## src/rtl/riscv_v_bypass_net.sv

```systemverilog
// Vector operand bypass network with retired-write history and a
// long-latency scoreboard. Each operand byte is taken from the youngest
// in-flight stage writing that byte, else from the newest retired write
// still in the history window, else from the register file.
module riscv_v_bypass_net #(
   parameter int DATA_W     = 128,
   parameter int NUM_SRC    = 3,
   parameter int NUM_STG    = 2,
   parameter int HIST_DEPTH = 2,
   parameter int AW         = 5
) (
   input  logic                            clk,
   input  logic                            rst,
   input  logic                            flush,
   input  logic [NUM_STG-1:0]              wr_vld,
   input  logic [NUM_STG*AW-1:0]           wr_addr,
   input  logic [NUM_STG*(DATA_W/8)-1:0]   wr_be,
   input  logic [NUM_STG*DATA_W-1:0]       wr_data,
   input  logic [NUM_SRC-1:0]              src_vld,
   input  logic [NUM_SRC*AW-1:0]           src_addr,
   input  logic [NUM_SRC*DATA_W-1:0]       src_rf,
   output logic [NUM_SRC*DATA_W-1:0]       src_byp,
   input  logic                            lng_iss_vld,
   input  logic [AW-1:0]                   lng_iss_addr,
   input  logic                            lng_done_vld,
   input  logic [AW-1:0]                   lng_done_addr,
   output logic                            stall,
   output logic [(1<<AW)-1:0]              pend
);

   localparam int NB = DATA_W / 8;

   // Retired-write history; entry 0 is the most recent retirement.
   logic              hist_vld  [HIST_DEPTH];
   logic [AW-1:0]     hist_addr [HIST_DEPTH];
   logic [NB-1:0]     hist_be   [HIST_DEPTH];
   logic [DATA_W-1:0] hist_data [HIST_DEPTH];

   // History valid bits: shift in the WB stage, cleared by reset or flush.
   // NOTE: sequential state is written with <= so every flop samples the
   // pre-edge values; = here would collapse the shift chain into one stage.
   always_ff @(posedge clk or posedge rst) begin
      if (rst) begin
         for (int i = 0; i < HIST_DEPTH; i++) hist_vld[i] <= 1'b0;
      end else if (flush) begin
         for (int i = 0; i < HIST_DEPTH; i++) hist_vld[i] <= 1'b0;
      end else begin
         hist_vld[0] <= wr_vld[NUM_STG-1];
         for (int i = 1; i < HIST_DEPTH; i++) hist_vld[i] <= hist_vld[i-1];
      end
   end

   // History payload: shift unconditionally alongside the valid bits.
   // NOTE: payload storage is deliberately not reset; an entry is only ever
   // consulted when its valid bit is set, so reset fan-out to the wide data
   // array buys nothing.
   always_ff @(posedge clk) begin
      hist_addr[0] <= wr_addr[(NUM_STG-1)*AW +: AW];
      hist_be[0]   <= wr_be[(NUM_STG-1)*NB +: NB];
      hist_data[0] <= wr_data[(NUM_STG-1)*DATA_W +: DATA_W];
      for (int i = 1; i < HIST_DEPTH; i++) begin
         hist_addr[i] <= hist_addr[i-1];
         hist_be[i]   <= hist_be[i-1];
         hist_data[i] <= hist_data[i-1];
      end
   end

   // Per-byte operand select; later assignments override earlier ones, so
   // sources are visited from lowest to highest priority.
   // NOTE: the output gets a full default before any conditional override,
   // which keeps this block purely combinational with no inferred latch.
   always_comb begin
      src_byp = src_rf;
      for (int c = 0; c < NUM_SRC; c++) begin
         for (int b = 0; b < NB; b++) begin
            for (int h = HIST_DEPTH-1; h >= 0; h--) begin
               if (hist_vld[h] && hist_be[h][b] &&
                   hist_addr[h] == src_addr[c*AW +: AW])
                  src_byp[c*DATA_W + b*8 +: 8] = hist_data[h][b*8 +: 8];
            end
            for (int s = NUM_STG-1; s >= 0; s--) begin
               if (wr_vld[s] && wr_be[s*NB + b] &&
                   wr_addr[s*AW +: AW] == src_addr[c*AW +: AW])
                  src_byp[c*DATA_W + b*8 +: 8] = wr_data[s*DATA_W + b*8 +: 8];
            end
         end
      end
   end

   // Scoreboard: issue sets, completion clears, set wins, flush clears all.
   always_ff @(posedge clk or posedge rst) begin
      if (rst) begin
         pend <= '0;
      end else if (flush) begin
         pend <= '0;
      end else begin
         if (lng_done_vld) pend[lng_done_addr] <= 1'b0;
         if (lng_iss_vld)  pend[lng_iss_addr]  <= 1'b1;
      end
   end

   // Stall whenever a live read targets a register still being produced.
   always_comb begin
      stall = 1'b0;
      for (int c = 0; c < NUM_SRC; c++)
         stall = stall | (src_vld[c] & pend[src_addr[c*AW +: AW]]);
   end

endmodule

```

## config.mk

```make
export PLATFORM = sky130hd
export DESIGN_NAME = riscv_v_bypass_net
export DESIGN_NICKNAME = d
export VERILOG_FILES = /design/src/rtl/riscv_v_bypass_net.sv
export SDC_FILE = /design/constraint.sdc
export NUM_CORES = 2
export LEC_CHECK = 0
export ABC_CLOCK_PERIOD_IN_PS = 1960
export BUFFER_PORTS_ARGS = -buffer_cell sky130_fd_sc_hd__buf_2
export CAP_MARGIN = 20
export CELL_PAD_IN_SITES_DETAIL_PLACEMENT = 0
export CELL_PAD_IN_SITES_GLOBAL_PLACEMENT = 2
export CORE_AREA = 2 2 439 441
export DETAILED_ROUTE_END_ITERATION = 16
export DIE_AREA = 0 0 441 443
export PLACE_DENSITY = 0.64
export REMOVE_ABC_BUFFERS = 1
export SLEW_MARGIN = 20
export SYNTH_ARGS = -nofsm -noshare
export SYNTH_HDL_FRONTEND = slang
export SYNTH_SLANG_ARGS = --single-unit
```

## constraint.sdc

```tcl
create_clock -name clk -period 1.96 [get_ports clk]
set_input_delay 0.196 -clock clk [delete_from_list [all_inputs] [get_ports clk]]
set_output_delay 0.196 -clock clk [all_outputs]
set_load 0.1 [all_outputs]
```

==> reports/qor.yml <==
run_status:
  status: "complete, but fails checks"
  violations: "setup timing"
hold_path:
  hold_path.class: "in -> reg"
  min_from: "lng_iss_vld"
  hold_depth: 5
  worstHoldEndpoint: "pend[8]"
worst_setup_path:
  r2r-end: "pend[0]"
  end_kind: "output pin"
  r2r_slack_ns: 1.05
  cp_max_fo: 6
  required_ns: 1.76
  regToRegStartpoint: "pend[0]"
  startpoint_type: "register"
  r2r_cells: 3
  critPathArrivalTime_ns: 3.13
  crit_type: "reg -> out"
timing:
  rsz0062_at_grt: "true"
  fmax_ghz: 0.301
  final-hold-violation-count: 0
  finalSetupViolations: 385
  period_needed_ns: 3.32
  slew_viol_final: 0
  max-slew-margin-rel_pct: 52.5
  fin_crit_sh_pct: 170
  setup_ws_ns: -1.36
  fin_skew_ns: 0.0232
  worstMarginPinSlew_ns: 0.712
  whs_ns: 0.0929
power_and_ir_drop:
  leakagePower_nw: 23.5
  power_density_mw_per_mm2: 567
  total_power_mw: 34.4
  ir_drop_v: 0.000654
clocking:
  htree_levels: 2
  clk_pin_slew_ns: 0.06
  numCtsBuffers: 54
  cts_root_buf: "clkbuf_16"
  cts_sinks: 332
  clock_latency_ns: 0.68
  tritoncts: "done"
  clockBufferDepth: 3
detailed_routing:
  ant_nets: 0
  vias: 45300
  vias_per_cell: 5.35
  wl_met2_mm: 134
  topRoutingLayerUsed: "met5"
  routed-wl-met3_mm: 24.2
  wl_mm: 292
  post-route-drc-count: 0
  detail_route.wl_per_cell_um: 34.5
  wl_met1_mm: 114
  drtIter0Drc: 5134
  firstDrtPassIters: 6
final_layout:
  design_area_sq_mm: 0.0607
  synthToLayoutAreaGrowth_pct: 105
  final_common_cell: "buf_4"
  n_fill_cell: 20000
  drive_above_1_share_pct: 49.0
  mostFrequentLayoutCells: "876 x buf_4, 748 x buf_2, 546 x buf_12, 413 x nor3_1, 392 x mux2i_1"
  fin_util_pct: 31.8
  nets: 6513
synthesis:
  synth_top_area_share_pct: 20.2
  yosys_warnings: 0
  synth_seq_cells: 332
  synth_cell_types: 34
  synth_area_per_cell_sq_um: 7.87
  synth_seq_area_share_pct: 23.1
  syn-instance-count: 3754
  synth_top_area_cell: "dfxtp_1"
  syn_area_sq_mm: 0.0296
  synthTopCellsByArea: "dfxtp_1 20%, mux2i_1 13%, a311oi_1 11%"
place:
  io_buffer_count: 1133
  hpwl_mm: 227
  gp_congestion: 0.949
  placed_area_sq_mm: 0.0524
global_routing:
  grt_max_degree: 60
  track_usage_pct: 28.0
  grt_pass1_vias: 44400
  antenna_found_initial: 165
  grt_pass1_wl_mm: 384
  grt_overflow: 0
floorplan:
  num_rows: 161
  dieArea_sq_mm: 0.195
  die_h_um: 443
  ios: 1134
  die-width_um: 441
  start_util_pct: 15.5
  core_sq_mm: 0.191
flow_run:
  drv_cap: 0
## per-stage QoR
step | cells | TNS, ns | setup WS (ns)
after floorplan | 3295 | -3222.27 | -8.44
after global placement | 8010 | -287.66 | -1.36
after detailed placement | 8010 | -277.78 | -1.17
after CTS | 8319 | -488.43 | -1.40
after global routing | 8436 | -495.37 | -1.44
final | 8475 | -449.06 | -1.36
## power breakdown
group	switching, mW	internal (mW)	total, mW
registers	0.387	7.10	7.49
clock network	4.35	6.14	10.5
logic	10.4	6.10	16.5
## Yosys cell counts, drive strengths merged
cell type    n
a211o        1
a21o        48
a21oi       33
a311oi     384
and2        32
and3         2
and3b        3
buf        140
clkbuf     319
dfrtp       34
dfxtp      298
inv          1
mux2         2
mux2i      393
mux4        27
nand2      224
nand3       14
nand3b       5
nor2       394
nor2b        3
nor3       481
nor3b        4
o21ai       33
o31a       384
o31ai      384
or3         49
or3b         2
xnor2       60
## kinds of logic after synthesis
family          Yosys count  share of synthesized area, %
compound gates         1267                          34.9
simple gates           1213                          18.6
buf+inv                 460                          6.25
mux                     422                          15.4
flops                   332                          23.1
xor+xnor                 60                          1.78
## state kept, by name, summed over array words and instances (netlist names)
name	count
hist_data	256
hist_addr	10
hist_vld	2
hist_be	32
pend	32
## metal layers
layer  vias up  global-route usage, %
met4        70                   16.6
met3       727                   5.46
met5         -                      0
met1     22600                   34.7
li1      19100                      -
met2      2772                   44.8
## how the worst max path moves through the flow
| stage | from | endpoint | slack (ns) | depth (start not counted) |
|---|---|---|---|---|
| after floorplan | hist_addr[0][9] | src_byp[40] | -8.44 | 5 |
| after global placement | src_addr[1] | src_byp[54] | -1.36 | 10 |
| after detailed placement | src_addr[1] | src_byp[0] | -1.17 | 13 |
| after CTS | hist_addr[0][9] | src_byp[336] | -1.40 | 11 |
| after global routing | hist_addr[0][4] | src_byp[22] | -1.44 | 11 |
| final | hist_addr[0][9] | src_byp[105] | -1.36 | 9 |
## timing repair
action	in CTS	in global routing
hold buffers	160	0
pin swaps	187	179
endpoints found under the hold margin	211	0
gates resized for setup	320	298
gates cloned	12	14
setup endpoints to repair	391	393
setup buffers	44	50
## worst max-delay path, cell delays in order (launching register included)
cell      delay, ns
dfxtp_4        0.39
xnor2_4        0.18
nand3_4        0.22
nor2_4         0.21
buf_12         0.17
buf_12         0.12
buf_4          0.17
a311oi_1       0.12
o31ai_2        0.58
buf_12         0.26
## cell type report
type                    count  area [sq um]  area share [%]
well taps                2526          3160            5.21
flip-flops and latches    332          6850            11.3
multi-input cells        2962         23900            39.3
diodes                    114           285           0.470
clock inverters            18           223           0.367
repair buffers           2445         24700            40.7
clock buffers              77          1600            2.63
inverters                   1          3.75         0.00618
No activity file was read; power rests on OpenSTA's default activity.
